### config.mk
export PLATFORM = sky130hd
export DESIGN_NAME = sev_seg_scan_ctrl
export DESIGN_NICKNAME = d
export VERILOG_FILES = /design/src/rtl/sev_seg_scan_ctrl_pkg.sv /design/src/rtl/sev_seg_decoder.sv /design/src/rtl/sev_seg_scan_ctrl.sv
export SDC_FILE = /design/constraint.sdc
export NUM_CORES = 1
export LEC_CHECK = 0
export ABC_AREA = 0
export CORE_ASPECT_RATIO = 0.7
export CORE_UTILIZATION = 57
export CTS_BUF_LIST = sky130_fd_sc_hd__clkbuf_16
export CTS_CLUSTER_DIAMETER = 120
export CTS_CLUSTER_SIZE = 12
export DETAILED_ROUTE_END_ITERATION = 8
export PLACE_DENSITY_LB_ADDON = 0.2
export SLEW_MARGIN = 0
export SYNTH_ARGS = -nofsm -noshare
export SYNTH_HDL_FRONTEND = slang
export SYNTH_HIERARCHICAL = 1
export SYNTH_SLANG_ARGS = --single-unit
### constraint.sdc
create_clock -name clk -period 6.5 [get_ports clk]
set_clock_uncertainty 0.15 [all_clocks]
set_input_delay 0.975 -clock clk [delete_from_list [all_inputs] [get_ports clk]]
set_output_delay 0.975 -clock clk [all_outputs]
set_load 0.02 [all_outputs]
### src/rtl/sev_seg_scan_ctrl_pkg.sv
// Shared definitions for the seven-segment scan controller.
// Holds the hex-to-segment table and elaboration-time parameter checks.
package sev_seg_scan_ctrl_pkg;

  localparam logic [7:0] SEG_OFF = 8'hFF;

  // Active-low segments ordered g..a; the decimal point is handled separately.
  function automatic logic [6:0] hex_to_seg(input logic [3:0] value);
    logic [6:0] seg;
    case (value)
      4'h0: seg = 7'b1000000;
      4'h1: seg = 7'b1111001;
      4'h2: seg = 7'b0100100;
      4'h3: seg = 7'b0110000;
      4'h4: seg = 7'b0011001;
      4'h5: seg = 7'b0010010;
      4'h6: seg = 7'b0000010;
      4'h7: seg = 7'b1111000;
      4'h8: seg = 7'b0000000;
      4'h9: seg = 7'b0010000;
      4'hA: seg = 7'b0001000;
      4'hB: seg = 7'b0000011;
      4'hC: seg = 7'b1000110;
      4'hD: seg = 7'b0100001;
      4'hE: seg = 7'b0000110;
      default: seg = 7'b0001110;
    endcase
    return seg;
  endfunction

  function automatic bit params_legal(input int num_digits, input int refresh_div,
                                      input int blank_cycles);
    int active;
    active = refresh_div - blank_cycles;
    return (num_digits >= 2) && (num_digits <= 8) && (blank_cycles >= 0) &&
           (active > 0) && ((active % 16) == 0);
  endfunction

endpackage

### src/rtl/sev_seg_decoder.sv
// Hex nibble to active-low seven-segment pattern; dp output is always off.
module sev_seg_decoder
  import sev_seg_scan_ctrl_pkg::*;
(
  input  logic [3:0] nibble,
  output logic [7:0] seg_n
);

  assign seg_n = {1'b1, hex_to_seg(nibble)};

endmodule

### src/rtl/sev_seg_scan_ctrl.sv
// Time-multiplexed common-anode seven-segment driver with PWM dimming,
// leading-zero suppression and frame-synchronous double-buffered updates.
module sev_seg_scan_ctrl
  import sev_seg_scan_ctrl_pkg::*;
#(
  parameter int NUM_DIGITS   = 8,
  parameter int REFRESH_DIV  = 100000,
  parameter int BLANK_CYCLES = 16
) (
  input  logic                    clk,
  input  logic                    reset,
  input  logic                    load,
  input  logic [4*NUM_DIGITS-1:0] digits_in,
  input  logic [NUM_DIGITS-1:0]   dp_in,
  input  logic [NUM_DIGITS-1:0]   blank_in,
  input  logic                    lz_suppress,
  input  logic [3:0]              brightness,
  output logic [7:0]              seg_n,
  output logic [NUM_DIGITS-1:0]   an_n,
  output logic                    frame_done,
  output logic                    pending
);

  localparam int SUB = (REFRESH_DIV - BLANK_CYCLES) / 16;
  localparam int CW  = $clog2(REFRESH_DIV);
  localparam int IW  = $clog2(NUM_DIGITS);
  localparam int SW  = (SUB > 1) ? $clog2(SUB) : 1;

  localparam logic [CW-1:0] CNT_LAST  = CW'(REFRESH_DIV - 1);
  localparam logic [CW-1:0] CNT_BLANK = CW'(BLANK_CYCLES);
  localparam logic [IW-1:0] IDX_LAST  = IW'(NUM_DIGITS - 1);
  localparam logic [SW-1:0] SUB_LAST  = SW'(SUB - 1);

  if (!params_legal(NUM_DIGITS, REFRESH_DIV, BLANK_CYCLES)) begin : g_bad_params
    $error("sev_seg_scan_ctrl: illegal NUM_DIGITS/REFRESH_DIV/BLANK_CYCLES");
  end

  logic [CW-1:0]             cnt_reg;
  logic [IW-1:0]             idx_reg;
  logic [SW-1:0]             sub_cnt_reg;
  logic [3:0]                sub_idx_reg;
  logic [3:0]                bright_reg;
  logic [4*NUM_DIGITS-1:0]   shadow_digits_reg, pend_digits_reg;
  logic [NUM_DIGITS-1:0]     shadow_dp_reg, pend_dp_reg;
  logic [NUM_DIGITS-1:0]     shadow_blank_reg, pend_blank_reg;
  logic                      shadow_valid_reg;
  logic                      pending_reg;
  logic                      frame_done_reg;
  logic [7:0]                seg_n_reg, seg_n_next;
  logic [NUM_DIGITS-1:0]     an_n_reg, an_n_next;

  logic                      slot_wrap, frame_boundary, in_active, digit_lit;
  logic [3:0]                eff_bright, cur_nibble;
  logic [7:0]                dec_seg;
  logic [NUM_DIGITS-1:0]     lead_zero;

  // A digit is a leading zero when it and every more-significant nibble are zero.
  assign lead_zero[0] = 1'b0;
  for (genvar gi = 1; gi < NUM_DIGITS; gi++) begin : g_lz
    assign lead_zero[gi] = ~|shadow_digits_reg[4*NUM_DIGITS-1:4*gi];
  end

  assign cur_nibble = shadow_digits_reg[{idx_reg, 2'b00} +: 4];

  sev_seg_decoder u_decoder (
    .nibble (cur_nibble),
    .seg_n  (dec_seg)
  );

  always_comb begin
    slot_wrap      = (cnt_reg == CNT_LAST);
    frame_boundary = slot_wrap && (idx_reg == IDX_LAST);
    in_active      = (cnt_reg >= CNT_BLANK);
    // Brightness is latched on the first cycle of a slot, so use it live there.
    eff_bright     = (cnt_reg == '0) ? brightness : bright_reg;
    digit_lit      = shadow_valid_reg && !shadow_blank_reg[idx_reg] &&
                     !(lz_suppress && lead_zero[idx_reg]) &&
                     in_active && (sub_idx_reg <= eff_bright);
    seg_n_next     = SEG_OFF;
    an_n_next      = '1;
    if (digit_lit) begin
      seg_n_next    = dec_seg;
      seg_n_next[7] = ~shadow_dp_reg[idx_reg];
      an_n_next     = ~(NUM_DIGITS'(1) << idx_reg);
    end
  end

  always_ff @(posedge clk or posedge reset) begin
    if (reset) begin
      cnt_reg     <= '0;
      idx_reg     <= '0;
      sub_cnt_reg <= '0;
      sub_idx_reg <= '0;
      bright_reg  <= '0;
    end else begin
      if (cnt_reg == '0) begin
        bright_reg <= brightness;
      end
      if (slot_wrap) begin
        cnt_reg     <= '0;
        idx_reg     <= (idx_reg == IDX_LAST) ? '0 : idx_reg + IW'(1);
        sub_cnt_reg <= '0;
        sub_idx_reg <= '0;
      end else begin
        cnt_reg <= cnt_reg + CW'(1);
        if (in_active) begin
          if (sub_cnt_reg == SUB_LAST) begin
            sub_cnt_reg <= '0;
            sub_idx_reg <= sub_idx_reg + 4'd1;
          end else begin
            sub_cnt_reg <= sub_cnt_reg + SW'(1);
          end
        end
      end
    end
  end

  // Loads coinciding with the frame boundary bypass the pending buffer.
  always_ff @(posedge clk or posedge reset) begin
    if (reset) begin
      shadow_digits_reg <= '0;
      shadow_dp_reg     <= '0;
      shadow_blank_reg  <= '0;
      shadow_valid_reg  <= 1'b0;
      pend_digits_reg   <= '0;
      pend_dp_reg       <= '0;
      pend_blank_reg    <= '0;
      pending_reg       <= 1'b0;
      frame_done_reg    <= 1'b0;
    end else begin
      frame_done_reg <= 1'b0;
      if (frame_boundary && (load || pending_reg)) begin
        shadow_digits_reg <= load ? digits_in : pend_digits_reg;
        shadow_dp_reg     <= load ? dp_in : pend_dp_reg;
        shadow_blank_reg  <= load ? blank_in : pend_blank_reg;
        shadow_valid_reg  <= 1'b1;
        pending_reg       <= 1'b0;
        frame_done_reg    <= 1'b1;
      end else if (load) begin
        pend_digits_reg <= digits_in;
        pend_dp_reg     <= dp_in;
        pend_blank_reg  <= blank_in;
        pending_reg     <= 1'b1;
      end
    end
  end

  always_ff @(posedge clk or posedge reset) begin
    if (reset) begin
      seg_n_reg <= SEG_OFF;
      an_n_reg  <= '1;
    end else begin
      seg_n_reg <= seg_n_next;
      an_n_reg  <= an_n_next;
    end
  end

  assign seg_n      = seg_n_reg;
  assign an_n       = an_n_reg;
  assign frame_done = frame_done_reg;
  assign pending    = pending_reg;

endmodule

# Word-level counts from Yosys, hierarchy flattened
# Memories as Yosys holds them, arrays and structs flattened.
# Index checks and enable logic that the tools add are counted.
# word_totals
ff_bits	156
rom_bits	112
inputBits	56
out_inout_bits	18
word_cells	83
memories	1
# mem_list
memory	words	word_bits	read_ports	rd_clocked_by_memory_dff	wr	line_no	rtl
(no name shown)	16	7	1	0	0	sev_seg_scan_ctrl_pkg.sv:10	case (value)
# classes
n_addsub	4
order_cmp	3
n_eq_ne	3
shift	2
mux	23
bitwise_logic	2
reduce_logical	29
# ops
cell	n
two-way mux 13 bit	3
two-way mux 32 bit	1
two-way mux 8 bit	4
variable part select 32 x 6 -> 4 bit	1
OR reduction 28 bit	1
OR reduction 24 bit	1
OR reduction 20 bit	1
adder 17 x 1 -> 17 bit, second input constant	1
== test 17 bit, second input constant	1
>= comparator 17 x 5 -> 1 bit, second input constant	1
logical NOT 17 bit	1
two-way mux 17 bit	1
two-way mux 4 bit	4
OR reduction 16 bit	1
adder 13 x 1 -> 13 bit, second input constant	1
== test 13 bit, second input constant	1
OR reduction 12 bit	1
binary-select mux 1 bit (select 3 bit)	3
logical NOT 1 bit	9
inverter 8 bit	1
OR reduction 8 bit	1
left shift 1 x 3 -> 8 bit, first input constant	1
logical AND 1 bit	7
two-way mux 1 bit	6
other kinds (11)	13

# Logic depth before layout (Yosys ltp)
# Gate-level depths: netlist (run 1).
# logic_depth
word_depth	10
mapped_depth	13
depth_no_buf	11

# Modules after synthesis
# The synthesis (run 1) kept the hierarchy.
# modules_own_cells
mod	instances	cells_each	area_each_um2	seq_area_each_um2
sev_seg_scan_ctrl	1	640	7310.8	3923.8
sev_seg_decoder	1	34	286.5	0.0

# Least setup slack after synthesis (run 1)
# Ideal clock, no wire load.
# synth_path
path_type	reg2reg
startpoint	reg cnt_reg[11]
endpoint	reg an_n_reg[3] (netlist: an_n[3])
setup_ns	0.101
arrival_ns	3.375
t_required_ns	6.249
path_slack_ns	2.874
path_stages_with_launch	13
n_path_buf	1
period_less_slack_ns	3.626
path_cell_list	dfrtp_1 > or4_4 > nor4_2 > nand3_1 > mux2_2 > inv_1 > ha_1 > nor2b_1 > o21ai_0 > a21oi_1 > a211oi_1 > clkbuf_1 > nand3_1
# synth_between
elab_chain_len	5
word_cells_on_any_way	7
cone_classes	order compare: 2; mux: 2; reduce/logical: 3
# synth_lines
element	line_no	rtl
start: declaration	sev_seg_scan_ctrl.sv:38	logic [CW-1:0] cnt_reg;
start signal: assignment	sev_seg_scan_ctrl.sv:105	cnt_reg <= cnt_reg + CW'(1);
logical NOT 17 bit	sev_seg_scan_ctrl.sv:75	eff_bright = (cnt_reg == '0) ? brightness : bright_reg;
two-way mux 4 bit	sev_seg_scan_ctrl.sv:75	
net eff_bright[1]	sev_seg_scan_ctrl.sv:53	logic [3:0] eff_bright, cur_nibble;
less-or-equal comparator 4 bit	sev_seg_scan_ctrl.sv:78	in_active && (sub_idx_reg <= eff_bright);
logical AND 1 bit	sev_seg_scan_ctrl.sv:78	
two-way mux 8 bit	sev_seg_scan_ctrl.sv:81	if (digit_lit) begin
net an_n_next[3]	sev_seg_scan_ctrl.sv:50	logic [NUM_DIGITS-1:0] an_n_reg, an_n_next;
end signal: assignment	sev_seg_scan_ctrl.sv:154	an_n_reg <= an_n_next;
end: declaration	sev_seg_scan_ctrl.sv:50	
# The timed path passes the listed nets, and every way through them passes these cells.
# A chain may end at the register's enable or synchronous reset.

# Final worst setup path (run 1)
# layout_path
startpoint	reg cnt_reg[12]
endpoint	reg an_n_reg[5] (netlist: an_n[5])
# The elaborated chain is that of the path after synthesis.

==> flow_summary.toml, run 1 <==
[outcome]
status = "finished, final reports clean"

[clock_tree]
cts.path.max_buffers = 2
cts_htree_levels = 4
cts_resized = 0
clock_latency_ps = 430
cts_tree = "built"
numCtsBuffers = 17
cts_hold_buf = 0
postCtsSetupBuffers = 0
clk_pin_slew_ps = 70
cts_sinks = 156
root_buffer = "clkbuf_16"

[worst_setup_path]
crit_path_top_delay_cell = "nor4_2"
r2r-end = "an_n[5]$_DFF_PP1_"
r2r_start = "cnt_reg[12]$_DFF_PP0_"
cp.arrival_ps = 4570
start_kind = "flip-flop"
crit_buf_inv = 2
path_max_fanout = 16
crit_path_max_incr_delay_ps = 1050
rr_worst_depth = 12
end_kind = "flip-flop"
crit_chain = "or4_4 -> nor4_2 -> nand3_1 -> mux2_2 -> inv_1 -> ha_1 -> nor2b_1 -> o21ai_0 -> a21oi_1 -> a211oi_1 -> buf_4 -> nand4_1"
critPathKind = "flip-flop to flip-flop"
r2r_setup_slack_ps = 2090
cp.required_ps = 6650
cp_top_family = "simple AND/OR/NAND/NOR gates"

[floorplan]
die_area_mm2 = 0.0138
initial_utilization = 0.598
row_count = 34
io_pins = 74
die_y_um = 98.5
die_w_um = 140
core_region_area_mm2 = 0.0127

[hold_path]
holdPathStages = 1
holdPathEnd = "shadow_valid_reg$_DFFE_PP0P_"
holdCritPathClass = "flip-flop to flip-flop"
worstHoldStart = "shadow_valid_reg$_DFFE_PP0P_"

[pwr]
total_power_uw = 2240
internal_power_uw = 1760
sw_frac_of_total = 0.214
netSwitchingPower_uw = 479
power_density_mw_per_mm2 = 247
p_comb_frac = 0.062
seq_power_share = 0.455
pwr-share-clk = 0.483
peakVddDrop_uv = 211
power.leakage_uw = 0.00400

[sta]
setup_viol = 0
min_period_ps = 4410
worst_pin_slew_ps = 1210
max_freq_mhz = 227
slew_headroom = 0.189
tns_ps = 0
rsz0062_at_grt = "no"
drv_slew = 0
final_hold_viol_count = 0
post-route-period-util = 0.679

[placement]
hpwl_um = 10800
portBuffers = 73
gp_congestion = 0.851

[global_routing]
grt_start_max_net_pins = 102
grt_overflow = 0
antenna_found_initial = 0
grt_pass1_wl_um = 26300
grt_pass1_vias = 5193
grt.total_usage = 0.249

[drt]
routed_wl_um = 16000
drc_errors = 0
drtPass1Iterations = 5
ant_nets = 0
drtIter0Drc = 435
vias = 5314
wl_per_cell_um = 17.6
via_per_inst = 5.86

[synth]
netlist_instances = 672
yosysWarnings = 6
synth_area_mm2 = 0.00759
syn_avg_cell_area_um2 = 11.3
synthesis.nets = 750

[final_layout]
diodes = 0
areaGrowthSynthToFinish_pct = 19.2
nNetsFinal = 810
final_common_cell = "dfrtp_1"
final_cell_mix = "dfrtp_1 (140), nor2_1 (80), clkdlybuf4s50_1 (72)"
drive_above_1_share = 0.169

[run]
max_cap_viol_count = 0
[per-stage QoR]
step | util | area, um^2 | setup slack, ps | std cells | hold WS (ps)
after CTS | 0.713 | 9040 | 2130 | 907 | 325
after global routing | 0.713 | 9040 | 1700 | 907 | 350
after global placement | 0.662 | 8400 | 2420 | 875 | 307
after detailed placement | 0.662 | 8400 | 2160 | 875 | 302
after floorplan | - | 7590 | 1190 | 672 | 289
final | 0.713 | 9040 | 2090 | 907 | 320
[worst max path at each step]
| stage | startpoint | end | slack, ps | cells past startpoint |
|---|---|---|---|---|
| CTS | cnt_reg[12]$_DFF_PP0_ | an_n[5]$_DFF_PP1_ | 2130 | 12 |
| finish | cnt_reg[12]$_DFF_PP0_ | an_n[5]$_DFF_PP1_ | 2090 | 12 |
| global placement | cnt_reg[11]$_DFF_PP0_ | an_n[5]$_DFF_PP1_ | 2420 | 12 |
| global route | cnt_reg[12]$_DFF_PP0_ | an_n[5]$_DFF_PP1_ | 1700 | 12 |
| detailed placement | cnt_reg[11]$_DFF_PP0_ | an_n[5]$_DFF_PP1_ | 2160 | 12 |
| floorplan | reset | bright_reg[0]$_DFF_PP0_ | 1190 | 1 |
[final cells by class]
type / count / area [um^2]
Sequential cell: 156 / 3920
Fill cell: 859 / 3630
Multi-Input combinational cell: 462 / 3440
Timing Repair Buffer: 78 / 763
Clock buffer: 17 / 425
Clock inverter: 15 / 220
Tap cell: 162 / 203
Inverter: 17 / 68.8
[routing by layer]
layer  up-vias  wire length [um]  global-route usage
li1       2501                 -                   -
met1      2626              7750               0.356
met2       166              7220               0.380
met3        21               781              0.0486
met4         0               226              0.0930
met5         -                 0                   0
[power by group through the flow]
stage | Sequential (uW) | Combinational [uW] | Clock (uW)
global placement | 1030 | 137 | 0
global route | 1020 | 153 | 1140
CTS | 1020 | 142 | 1090
finish | 1020 | 139 | 1080
floorplan | 1030 | 83.4 | 0
detailed placement | 1040 | 141 | 0
[worst register-to-register path: cells and delay by family, from the launching register on]
| kind | cells | cell delay [ps] |
|---|---|---|
| buf+inv | 2 | 310 |
| simple gates | 5 | 2320 |
| mux | 1 | 400 |
| fa+ha+maj | 1 | 230 |
| compound gates | 3 | 460 |
| flops | 1 | 430 |
Power figures use the tool's default switching activity.
==> inputs of run 2 (changes only) <==
CORE_UTILIZATION = 52   (was 57)
clock period = 4.05 ns   (was 6.5 ns; I/O delays follow)
==> run 2 against run 1 <==
  * Clock-buffer cell count stayed put
  * Via count hardly changed
  * Total power increased by 58%
  * Sequential power increased by 60%
  * Die area up 9.4%
  * Sequential cell count stayed put
==> flow_summary.toml, run 2 (same netlist as run 1, synthesis figures left out) <==
[pwr]
internal_power_uw = 2760
pwr-share-clk = 0.473
peakVddDrop_uv = 232
netSwitchingPower_uw = 766
p_comb_frac = 0.065
sw_frac_of_total = 0.217
seq_power_share = 0.462
power_density_mw_per_mm2 = 387
power.leakage_uw = 0.00402

[floorplan]
io_pins = 74
die_y_um = 103
row_count = 36
core_region_area_mm2 = 0.0141
initial_utilization = 0.538
die_area_mm2 = 0.0151
die_w_um = 146

[worst_setup_path]
crit_path_top_delay_cell = "or4_4"
crit_buf_inv = 2
start_kind = "flip-flop"
rr_worst_depth = 12
end_kind = "flip-flop"
cp.required_ps = 4220
r2r_start = "cnt_reg[12]$_DFF_PP0_"
path_max_fanout = 16
critPathKind = "flip-flop to flip-flop"
cp_top_family = "simple AND/OR/NAND/NOR gates"
cp.depth = 12
crit_chain = "or4_4 -> nor4_2 -> nand3_1 -> mux2_2 -> inv_1 -> ha_1 -> nor2b_1 -> o21ai_0 -> a21oi_1 -> a211oi_1 -> buf_4 -> nand3b_1"
crit_path_max_incr_delay_ps = 570
cp.arrival_ps = 3760
setup.worst_path.start = "cnt_reg[12]$_DFF_PP0_"

[clock_tree]
cts_sinks = 156
cts_resized = 0
cts_htree_levels = 4
cts_hold_buf = 0
clock_latency_ps = 430
numCtsBuffers = 17
clk_pin_slew_ps = 60
cts.path.max_buffers = 2
cts_tree = "built"
root_buffer = "clkbuf_16"
postCtsSetupBuffers = 0

[drt]
drtIter0Drc = 384
drc_errors = 0
via_per_inst = 5.66
ant_nets = 0
wl_per_cell_um = 17.6
routed_wl_um = 16500
vias = 5317
drtPass1Iterations = 5

[sta]
min_period_ps = 3590
rsz0062_at_grt = "no"
worst_pin_slew_ps = 875
setup_viol = 0
post-route-period-util = 0.886
whs_ps = 322
final_hold_viol_count = 0
slew_headroom = 0.416
tns_ps = 0
drv_slew = 0
max_freq_mhz = 279

[placement]
gp_congestion = 0.911
portBuffers = 73
hpwl_um = 11500

[final_layout]
final_cell_mix = "dfrtp_1 (140), nor2_1 (80), clkdlybuf4s50_1 (72)"
diodes = 0
areaGrowthSynthToFinish_pct = 20.3
drive_above_1_share = 0.173
nNetsFinal = 815
final_common_cell = "dfrtp_1"

[global_routing]
grt_pass1_wl_um = 26800
grt_pass1_vias = 5096
grt_start_max_net_pins = 98
grt.total_usage = 0.233
grt_overflow = 0
antenna_found_initial = 0

[hold_path]
holdCritPathClass = "flip-flop to flip-flop"
worstHoldStart = "shadow_valid_reg$_DFFE_PP0P_"
holdPathStages = 1

[outcome]
status = "finished, final reports clean"

[run]
max_cap_viol_count = 0
==> run 2: cell types whose count changed in the layout (fill, tap and decap cells not counted) <==
| cell | change |
|---|---|
| buf_12 | +3 |
| buf_4 | +2 |
| bufinv_16 | -1 |
| clkinv_1 | +2 |
| inv_1 | -1 |
==> run 2: path summary, 6_finish.rpt <==
kind | end | slack [ps]
hold / removal | shadow_valid_reg$_DFFE_PP0P_ | 320
max in group asynchronous | seg_n[0]$_DFF_PP1_ | 2340
min in group asynchronous | sub_cnt_reg[9]$_DFFE_PP0P_ | 550
setup reg to reg | seg_n[5]$_DFF_PP1_ | 460
hold reg to reg | shadow_valid_reg$_DFFE_PP0P_ | 320
setup / recovery | seg_n[5]$_DFF_PP1_ | 460
==> run 2: area by class of cell <==
type / count / area (um^2)
multi-input cells: 462 / 3440
well taps: 190 / 238
repair buffers: 83 / 838
clock buffers: 17 / 425
inverters: 17 / 67.6
clock inverters: 15 / 195
fillers: 1077 / 4970
flip-flops and latches: 156 / 3920
==> run 2: power groups by stage <==
stage	clock, uW	sequential (uW)	combinational [uW]
2_1_floorplan	0	1650	134
3_3_place_gp	0	1660	227
3_5_place_dp	0	1660	232
4_1_cts	1700	1630	233
5_1_grt	1770	1640	251
6_report	1670	1630	228
==> run 2: worst reg2reg max path: stages, from the launching register on <==
cell and delay (ps):
dfrtp_1 420, or4_4 570, nor4_2 380, nand3_1 270, mux2_2 350, inv_1 70, ha_1 230, nor2b_1 140
o21ai_0 220, a21oi_1 120, a211oi_1 210, buf_4 240, nand3b_1 110
==> run 2: through the flow <==
stage | instances | setup WS, ps | instance area (um^2) | power, uW | utilization
final | 940 | 463 | 9130 | 3530 | 0.647
after global routing | 940 | 318 | 9130 | 3660 | 0.647
after CTS | 940 | 507 | 9130 | 3570 | 0.647
after detailed placement | 908 | 528 | 8510 | 1890 | 0.603
after global placement | 908 | 783 | 8510 | 1880 | 0.603
after floorplan | 672 | 424 | 7590 | 1790 | -
==> run 2: layer usage <==
metal | GRT usage | vias to the layer above | share of wire
li1 | - | 2511 | -
met1 | 0.338 | 2628 | 0.49
met2 | 0.336 | 164 | 0.43
met3 | 0.0717 | 14 | 0.067
met4 | 0.0737 | 0 | 0.010
met5 | 0 | - | 0
==> inputs of run 3 (changes only) <==
ABC_CLOCK_PERIOD_IN_PS = 4050   (was not set)
==> results of run 3 <==
Same layout as run 2: the final DEF is identical, and so are final timing and power.
